## src/rtl/alarm_pkg.sv

```systemverilog
// Shared definitions for the alarm zone annunciator and its zone decoder:
// FSM state encodings, zone geometry and the code-to-lamp helper.
package alarm_pkg;

   localparam int ZONE_N      = 8;
   localparam int ZONE_CODE_W = 3;

   typedef enum logic [1:0] {
      ST_DISARMED = 2'b00,
      ST_ARMED    = 2'b01,
      ST_ENTRY    = 2'b10,
      ST_ALARM    = 2'b11
   } alarm_state_e;

   // Code k selects lamp k+1; lamps are numbered 1..ZONE_N.
   function automatic logic [1:ZONE_N] code_to_onehot(input logic [ZONE_CODE_W-1:0] code);
      logic [1:ZONE_N] oh;
      for (int i = 1; i <= ZONE_N; i++) begin
         oh[i] = ((int'(code) + 1) == i);
      end
      return oh;
   endfunction

endpackage

```

## src/rtl/alarm_zone_decoder.sv

```systemverilog
// 3-to-8 one-hot zone decoder with enable. Output is all-zero when en is low.
module alarm_zone_decoder
   import alarm_pkg::*;
(
   input  logic                   en,
   input  logic [ZONE_CODE_W-1:0] code,
   output logic [1:ZONE_N]        onehot
);

   // Gate the decoded lamp pattern with the enable.
   always_comb begin
      onehot = '0;
      if (en) begin
         onehot = code_to_onehot(code);
      end
   end

endmodule

```

## src/rtl/alarm_zone_annunciator.sv

```systemverilog
// Alarm zone annunciator: decodes the {valid, intruder_zone} stream back to
// sticky per-zone lamps, runs the arm / entry-delay / alarm FSM and drives
// the siren.
// Optional feature macro: ALARM_SIREN_TIMEOUT_EN (siren auto-silence and
// automatic return to ARMED after SIREN_CYCLES cycles in ALARM).
//
// Input stream: valid qualifies intruder_zone on the same rising edge. There
// is no ready/backpressure; every valid cycle is consumed, and a cycle with
// valid low carries no zone information.
module alarm_zone_annunciator
   import alarm_pkg::*;
#(
   parameter logic [ZONE_CODE_W-1:0] ENTRY_ZONE   = 3'd7,
   parameter int                     ENTRY_DELAY  = 16,
   parameter int                     DLY_W        = 8,
   parameter int                     CNT_W        = 8,
   parameter int                     SIREN_CYCLES = 64
)(
   input  logic                   clk,
   input  logic                   reset,
   input  logic                   arm,
   input  logic                   disarm,
   input  logic                   ack,
   input  logic                   valid,
   input  logic [ZONE_CODE_W-1:0] intruder_zone,
   output logic [1:ZONE_N]        zone_lamp,
   output logic [ZONE_CODE_W-1:0] first_zone,
   output logic                   first_valid,
   output logic [CNT_W-1:0]       event_count,
   output logic [1:0]             state,
   output logic                   armed,
   output logic                   siren
);

   // Reject parameter sets the counters cannot represent.
   if ((ENTRY_DELAY < 1) || (ENTRY_DELAY > (2**DLY_W - 1)) || (SIREN_CYCLES < 1)) begin : g_param_check
      $error("alarm_zone_annunciator: ENTRY_DELAY or SIREN_CYCLES out of range");
   end

   alarm_state_e         state_q, state_d;
   logic [DLY_W-1:0]     dly_q, dly_d;
`ifdef ALARM_SIREN_TIMEOUT_EN
   localparam int SIR_W = (SIREN_CYCLES > 1) ? $clog2(SIREN_CYCLES) : 1;
   logic [SIR_W-1:0]     sir_q, sir_d;
`endif

   logic [1:ZONE_N]        lamp_q;
   logic [ZONE_CODE_W-1:0] first_zone_q;
   logic                   first_valid_q;
   logic [CNT_W-1:0]       count_q;

   logic                   latch_ok;
   logic [1:ZONE_N]        hit;
   logic [1:ZONE_N]        new_hit;
   logic                   lamp_new;

   // Zones latch only while armed in some form and not being disarmed this edge.
   assign latch_ok = (state_q != ST_DISARMED) && !disarm;

   alarm_zone_decoder u_decoder (
      .en     (valid & latch_ok),
      .code   (intruder_zone),
      .onehot (hit)
   );

   assign new_hit  = hit & ~lamp_q;
   assign lamp_new = |new_hit;

   // State register plus entry-delay (and optional siren) counters.
   always_ff @(posedge clk or posedge reset) begin
      if (reset) begin
         state_q <= ST_DISARMED;
         dly_q   <= '0;
`ifdef ALARM_SIREN_TIMEOUT_EN
         sir_q   <= '0;
`endif
      end else begin
         state_q <= state_d;
         dly_q   <= dly_d;
`ifdef ALARM_SIREN_TIMEOUT_EN
         sir_q   <= sir_d;
`endif
      end
   end

   // Next-state logic: disarm beats valid, valid beats arm.
   always_comb begin
      state_d = state_q;
      dly_d   = dly_q;
`ifdef ALARM_SIREN_TIMEOUT_EN
      sir_d   = sir_q;
`endif
      unique case (state_q)
         ST_DISARMED: begin
            if (arm && !disarm) begin
               state_d = ST_ARMED;
            end
         end
         ST_ARMED: begin
            if (disarm) begin
               state_d = ST_DISARMED;
            end else if (valid) begin
               if (intruder_zone == ENTRY_ZONE) begin
                  state_d = ST_ENTRY;
                  dly_d   = DLY_W'(ENTRY_DELAY - 1);
               end else begin
                  state_d = ST_ALARM;
               end
            end
         end
         ST_ENTRY: begin
            if (disarm) begin
               state_d = ST_DISARMED;
            end else if (valid && (intruder_zone != ENTRY_ZONE)) begin
               state_d = ST_ALARM;
            end else if (dly_q == '0) begin
               state_d = ST_ALARM;
            end else begin
               dly_d = dly_q - DLY_W'(1);
            end
         end
         ST_ALARM: begin
            if (disarm) begin
               state_d = ST_DISARMED;
            end
`ifdef ALARM_SIREN_TIMEOUT_EN
            else if (sir_q == '0) begin
               state_d = ST_ARMED;
            end else begin
               sir_d = sir_q - SIR_W'(1);
            end
`endif
         end
         default: state_d = ST_DISARMED;
      endcase
`ifdef ALARM_SIREN_TIMEOUT_EN
      if ((state_d == ST_ALARM) && (state_q != ST_ALARM)) begin
         sir_d = SIR_W'(SIREN_CYCLES - 1);
      end
`endif
   end

   // Output decode of the state register.
   always_comb begin
      state = state_q;
      armed = (state_q != ST_DISARMED);
      siren = (state_q == ST_ALARM);
   end

   // Sticky lamps, first-zone capture and saturating new-lamp counter.
   always_ff @(posedge clk or posedge reset) begin
      if (reset) begin
         lamp_q        <= '0;
         first_zone_q  <= '0;
         first_valid_q <= 1'b0;
         count_q       <= '0;
      end else if ((state_q == ST_DISARMED) && ack) begin
         lamp_q        <= '0;
         first_zone_q  <= '0;
         first_valid_q <= 1'b0;
         count_q       <= '0;
      end else if (lamp_new) begin
         lamp_q <= lamp_q | new_hit;
         if (count_q != '1) begin
            count_q <= count_q + CNT_W'(1);
         end
         if (!first_valid_q) begin
            first_zone_q  <= intruder_zone;
            first_valid_q <= 1'b1;
         end
      end
   end

   assign zone_lamp   = lamp_q;
   assign first_zone  = first_zone_q;
   assign first_valid = first_valid_q;
   assign event_count = count_q;

endmodule
```

## config.mk

```make
export PLATFORM = sky130hd
export DESIGN_NAME = alarm_zone_annunciator
export DESIGN_NICKNAME = d
export VERILOG_FILES = /design/src/rtl/alarm_pkg.sv /design/src/rtl/alarm_zone_decoder.sv /design/src/rtl/alarm_zone_annunciator.sv
export SDC_FILE = /design/constraint.sdc
export NUM_CORES = 1
export LEC_CHECK = 0
export BUFFER_PORTS_ARGS = -buffer_cell sky130_fd_sc_hd__buf_2
export CORE_ASPECT_RATIO = 0.9
export CORE_MARGIN = 2
export CORE_UTILIZATION = 38
export DETAILED_ROUTE_END_ITERATION = 16
export PLACE_DENSITY = 0.68
export SLEW_MARGIN = 20
export SYNTH_ARGS = -nofsm -noshare
export SYNTH_HDL_FRONTEND = slang
export SYNTH_HIERARCHICAL = 1
export SYNTH_SLANG_ARGS = --single-unit
```

## constraint.sdc

```tcl
create_clock -name clk -period 3.4 [get_ports clk]
set_input_delay 0.34 -clock clk [delete_from_list [all_inputs] [get_ports clk]]
set_output_delay 0.34 -clock clk [all_outputs]
set_load 0.03 [all_outputs]
```

Yosys cells after proc, flatten, opt, wreduce, memory -nomap -nowiden
Index checks and enable logic that the tools add are counted.

operators by class
  $add $sub $neg = 3
  equal/unequal tests = 25
  muxes and demuxes = 27
  bitwise logic cells = 4
  reduce and logical (&&, ||, !) cells = 16

operator list
  operator               count
  $eq A32 B4 Y1 const B  4
  $mux W8                12
  $eq A32 B3 Y1 const B  2
  $eq A32 B5 Y1 const B  1
  $ne A2 B2 Y1 const B   8
  $pmux W8 S2            1
  $mux W2                7
  $mux W3                3
  $add A8 B1 Y8 const B  1
  $and A8 B8 Y8          1
  $logic_not A8 Y1       1
  $ne A8 B8 Y1 const B   1
  $not A8 Y8             1
  $or A8 B8 Y8           1
  $pmux W2 S4            1
  $reduce_bool A2 Y1     4
  $reduce_or A8 Y1       1
  $sub A8 B1 Y8 const B  1
  $reduce_and A7 Y1      1
  $ne A3 B3 Y1 const B   2
  $add A3 B1 Y4 const B  1
  $eq A2 B2 Y1 const B   2
  $eq A4 B1 Y1 const B   1
  $logic_and A1 B1 Y1    4
  other kinds (10)       13

word-level totals
  flip-flop bits (word level) = 30
  input bits = 9
  output and inout bits = 24
  word-level logic and storage cells = 81

Logic depth before layout (Yosys ltp)
  depth in word-level cells = 8
  gate-level depth with buffers = 8
  mapped depth without buffers = 8

Cells and area by module
The synthesis kept the hierarchy.

modules (own cells, without submodules)
  module                  times used  cells an instance  area each (µm²)  sequential area each (µm²)
  alarm_zone_annunciator  1           160                1,530.2          750.7
  alarm_zone_decoder      1           8                  96.3             0.0

Worst setup path after synthesis
OpenSTA, ideal clock, no wires.

  path kind = register to register
  start = register state_q[1] (netlist: state[1])
  end = register count_q[5] (netlist: event_count[5])
  library setup time = 0.079 ns
  data arrival time = 2.524 ns
  data required time = 3.321 ns
  slack = 0.797 ns
  cell stages (with the launch flop) = 9
  path buffers = 0
  clock period less this slack = 2.603 ns
  cell sequence = dfrtp_1 nor2_1 nor3b_1 and4bb_2 nor2b_1 a2111oi_1 a21oi_1 nand4_1 mux2i_1

between the ends
  word-level cells in the longest chain between the ends = 8
  elaborated cells on any way between the ends = 12
  those cells by class = mux: 2; bitwise: 2; reduce/logical: 8

RTL lines
  item                                 line                           text
  from (decl)                          alarm_zone_annunciator.sv:40   alarm_state_e state_q, state_d;
  from (signal assigned)               alarm_zone_annunciator.sv:78   state_q <= state_d;
  $reduce_bool A2 Y1                   alarm_zone_annunciator.sv:58   assign latch_ok = (state_q != ST_DISARMED) && !disarm;
  $logic_and A1 B1 Y1                  alarm_zone_annunciator.sv:58
  $and A1 B1 Y1                        alarm_zone_annunciator.sv:61   .en (valid & latch_ok),
  $mux W8                              alarm_zone_decoder.sv:13       if (en) begin
  net hit, one bit                     alarm_zone_annunciator.sv:53   logic [1:ZONE_N] hit;
  $and A8 B8 Y8                        alarm_zone_annunciator.sv:66   assign new_hit = hit & ~lamp_q;
  $reduce_or A8 Y1                     alarm_zone_annunciator.sv:67   assign lamp_new = |new_hit;
  $reduce_bool A2 Y1 (no source line)  -
  $reduce_and A2 Y1 (no source line)   -
  to (signal assigned)                 alarm_zone_annunciator.sv:165  count_q <= count_q + CNT_W'(1);
  to (decl)                            alarm_zone_annunciator.sv:50   logic [CNT_W-1:0] count_q;

The timed path passes the listed nets, and every way through them passes these cells.
A chain may end at the register's enable or synchronous reset.

Final worst setup path
Same ends and word-level chain as after synthesis.

==> impl_metrics.json <==
{
  "die_y_um": 66.1,
  "worstRegToRegCells": 8,
  "drive_above_1_share": 0.267,
  "grt_pass1_vias": 1238,
  "rr_endpoint": "event_count[5]",
  "irDropWorstVdd_uv": 179,
  "hp-class": "in2async",
  "pre_cts_ws_ns": 0.540,
  "overflow": 0,
  "wl_um": 3420,
  "cap_violations": 0,
  "first_iter_violations": 79,
  "rsz0062_at_grt": "no",
  "groute.usage.overall": 0.161,
  "cts_buffers": 5,
  "synth.cell_area_um2": 1630,
  "r2r_setup_slack_ns": 0.52,
  "cts_setup_buffers": 0,
  "layout.nets": 217,
  "ys_seq_area_frac": 0.462,
  "pin_count": 33,
  "synth_cells": 168,
  "core-area_um2": 4100,
  "die_area_um2": 4820,
  "ys_types": 38,
  "clkTransAtPathRegs_ns": 0.06,
  "crit_chain": "nor2_1 > nor3b_1 > and4bb_2 > nor2b_1 > a2111oi_1 > a21oi_1 > nand4_1 > mux2i_1",
  "yosysTopAreaCell": "dfrtp_1",
  "place_congestion": 0.814,
  "crit_type": "reg2reg",
  "arrival_ns": 3.09,
  "synth_edf_count": 0,
  "crit_path_start": "state[1]",
  "fin_ws_ns": 0.519,
  "crit_required_ns": 3.61,
  "min_period_ns": 2.88,
  "fmax_mhz": 347,
  "fin_crit_sh": 0.847,
  "timing.critical_path.buf_inv": 0,
  "clockBufferDepth": 2,
  "dpl.hpwl_um": 2540,
  "wire_per_inst_um": 13.5,
  "critPathTopFamily": "compound AO/OA/AOI/OAI gates",
  "endpoint": "event_count[5]",
  "synth_top_area_share": 0.462,
  "end_kind": "flip-flop",
  "tightest_slew_ns": 0.931,
  "cts_hold_buf": 0,
  "vias": 1375,
  "tns_ns": 0,
  "ys_async_sr_fraction": 1.00,
  "syn_avg_cell_area_um2": 9.68,
  "cellPowerDensity_nw_per_um2": 495,
  "placed_cells": 246,
  "status": "completed",
  "drtPass1Iterations": 4,
  "p_leak_nw": 0.985,
  "syn_to_final_growth_pct": 20.1,
  "initial_core_util": 0.397,
  "finalClockSkew_ns": 0.00577,
  "grt_pass1_wl_um": 5790,
  "hold_viol": 0,
  "cp_slowest_cell": "a2111oi_1",
  "root_buffer": "clkbuf_8",
  "stdcell_count": 254,
  "cp_max_fo": 8,
  "ys_top_cells_by_area": "dfrtp_1 (46%), nor2_1 (8.1%), mux2i_1 (4.9%)",
  "std_cell_rows": 22,
  "cts.sinks": 30,
  "antenna_found_initial": 0,
  "synth.net_count": 180,
  "ys_warn_count": 6,
  "clk_latency_ns": 0.28,
  "setup_viol": 0,
  "ant_nets": 0,
  "numPortBuffers": 32,
  "drc_errors": 0,
  "n_antenna_cell": 0,
  "maxSlewHeadroom": 0.378,
  "synthFlopType": "dfrtp_1",
  "cp-start-kind": "flip-flop",
  "via_per_inst": 5.41,
  "final_util": 0.476,
  "critPathMaxStageDelay_ns": 0.84,
  "r2r_start": "state[1]",
  "worstSetupPathDepth": 8,
  "cts-resized-gates": 0,
  "grt_max_degree": 21,
  "final_max_slew_viol_count": 0,
  "cts.htree.levels": 2,
  "die_x_um": 73.0,
  "tritoncts": "built",
  "synth_seq_cells": 30
}
==> worst reg2reg max path, cell delays in order (launching register included) <==
cell and delay (ns):
dfrtp_1 0.42, nor2_1 0.21, nor3b_1 0.15, and4bb_2 0.26
nor2b_1 0.13, a2111oi_1 0.84, a21oi_1 0.39, nand4_1 0.23
mux2i_1 0.19
==> routing by layer <==
metal / vias up / global-route usage / routed length, um
met5: - / 0 / 0
met4: 0 / 0.0833 / 70
met3: 7 / 0.0442 / 207
met2: 44 / 0.218 / 1390
met1: 649 / 0.230 / 1750
li1: 675 / - / -
==> synthesized netlist by cell type, types with 5 or more instances <==
cell / number
o31ai_1: 5
a21oi_1: 7
mux2i_1: 8
dfrtp_1: 30
inv_1: 8
nor2_1: 35
nand2_1: 9
nand2b_1: 5
nor2b_1: 6
==> per-stage QoR <==
stage,instance area (um2),power [mW],hold WS (ns)
floorplan,1630,0.577,0.406
global placement,1840,0.634,0.495
detailed placement,1840,0.635,0.491
CTS,1950,0.975,0.218
global route,1950,1.02,0.274
finish,1950,0.966,0.188
==> flip-flops by register name, summed over array words and instances (netlist names) <==
name / cells
event_count: 8
state: 2
first_valid: 1
first_zone: 3
dly_q: 8
zone_lamp: 8
==> worst min path at each step <==
stage | slack [ns] | cells past startpoint | end
after floorplan | 0.41 | 1 | state[1]
after global placement | 0.50 | 2 | first_zone[0]
after detailed placement | 0.49 | 1 | dly_q[7]
after CTS | 0.22 | 2 | dly_q[6]
after global routing | 0.27 | 2 | dly_q[6]
final | 0.19 | 2 | state[0]
==> cell usage in the layout (no fill, tap or decap), drive strengths merged, types with 5 or more instances in the layout <==
cell | netlist | routed
nor2 | 36 | 36
mux2i | 8 | 8
a21oi | 8 | 8
nor2b | 6 | 6
inv | 8 | 8
o31ai | 5 | 5
dfrtp | 30 | 30
buf | 0 | 33
nand2 | 9 | 9
clkbuf | 3 | 8
nand2b | 5 | 5
==> where the power goes <==
part           internal [mW]  switching [mW]
logic                 0.0721           0.119
clock network          0.204           0.133
registers              0.393          0.0436
==> logic make-up after synthesis <==
logic type / after synthesis / share of synthesized area
AOI/OAI and AO/OA: 29 / 0.129
xor gates and xnor gates: 3 / 0.0162
adders and majority gates: 3 / 0.0231
buffers and inverters: 11 / 0.0254
DFF: 30 / 0.462
muxes: 8 / 0.0492
and+or+nand+nor: 84 / 0.295
==> cell type report <==
cell class | instances | area [um2]
Clock buffer | 8 | 110
Fill cell | 396 | 2150
Inverter | 8 | 30.0
Multi-Input combinational cell | 127 | 835
Sequential cell | 30 | 751
Tap cell | 48 | 60.1
Timing Repair Buffer | 33 | 168
No activity file was read; power rests on OpenSTA's default activity.
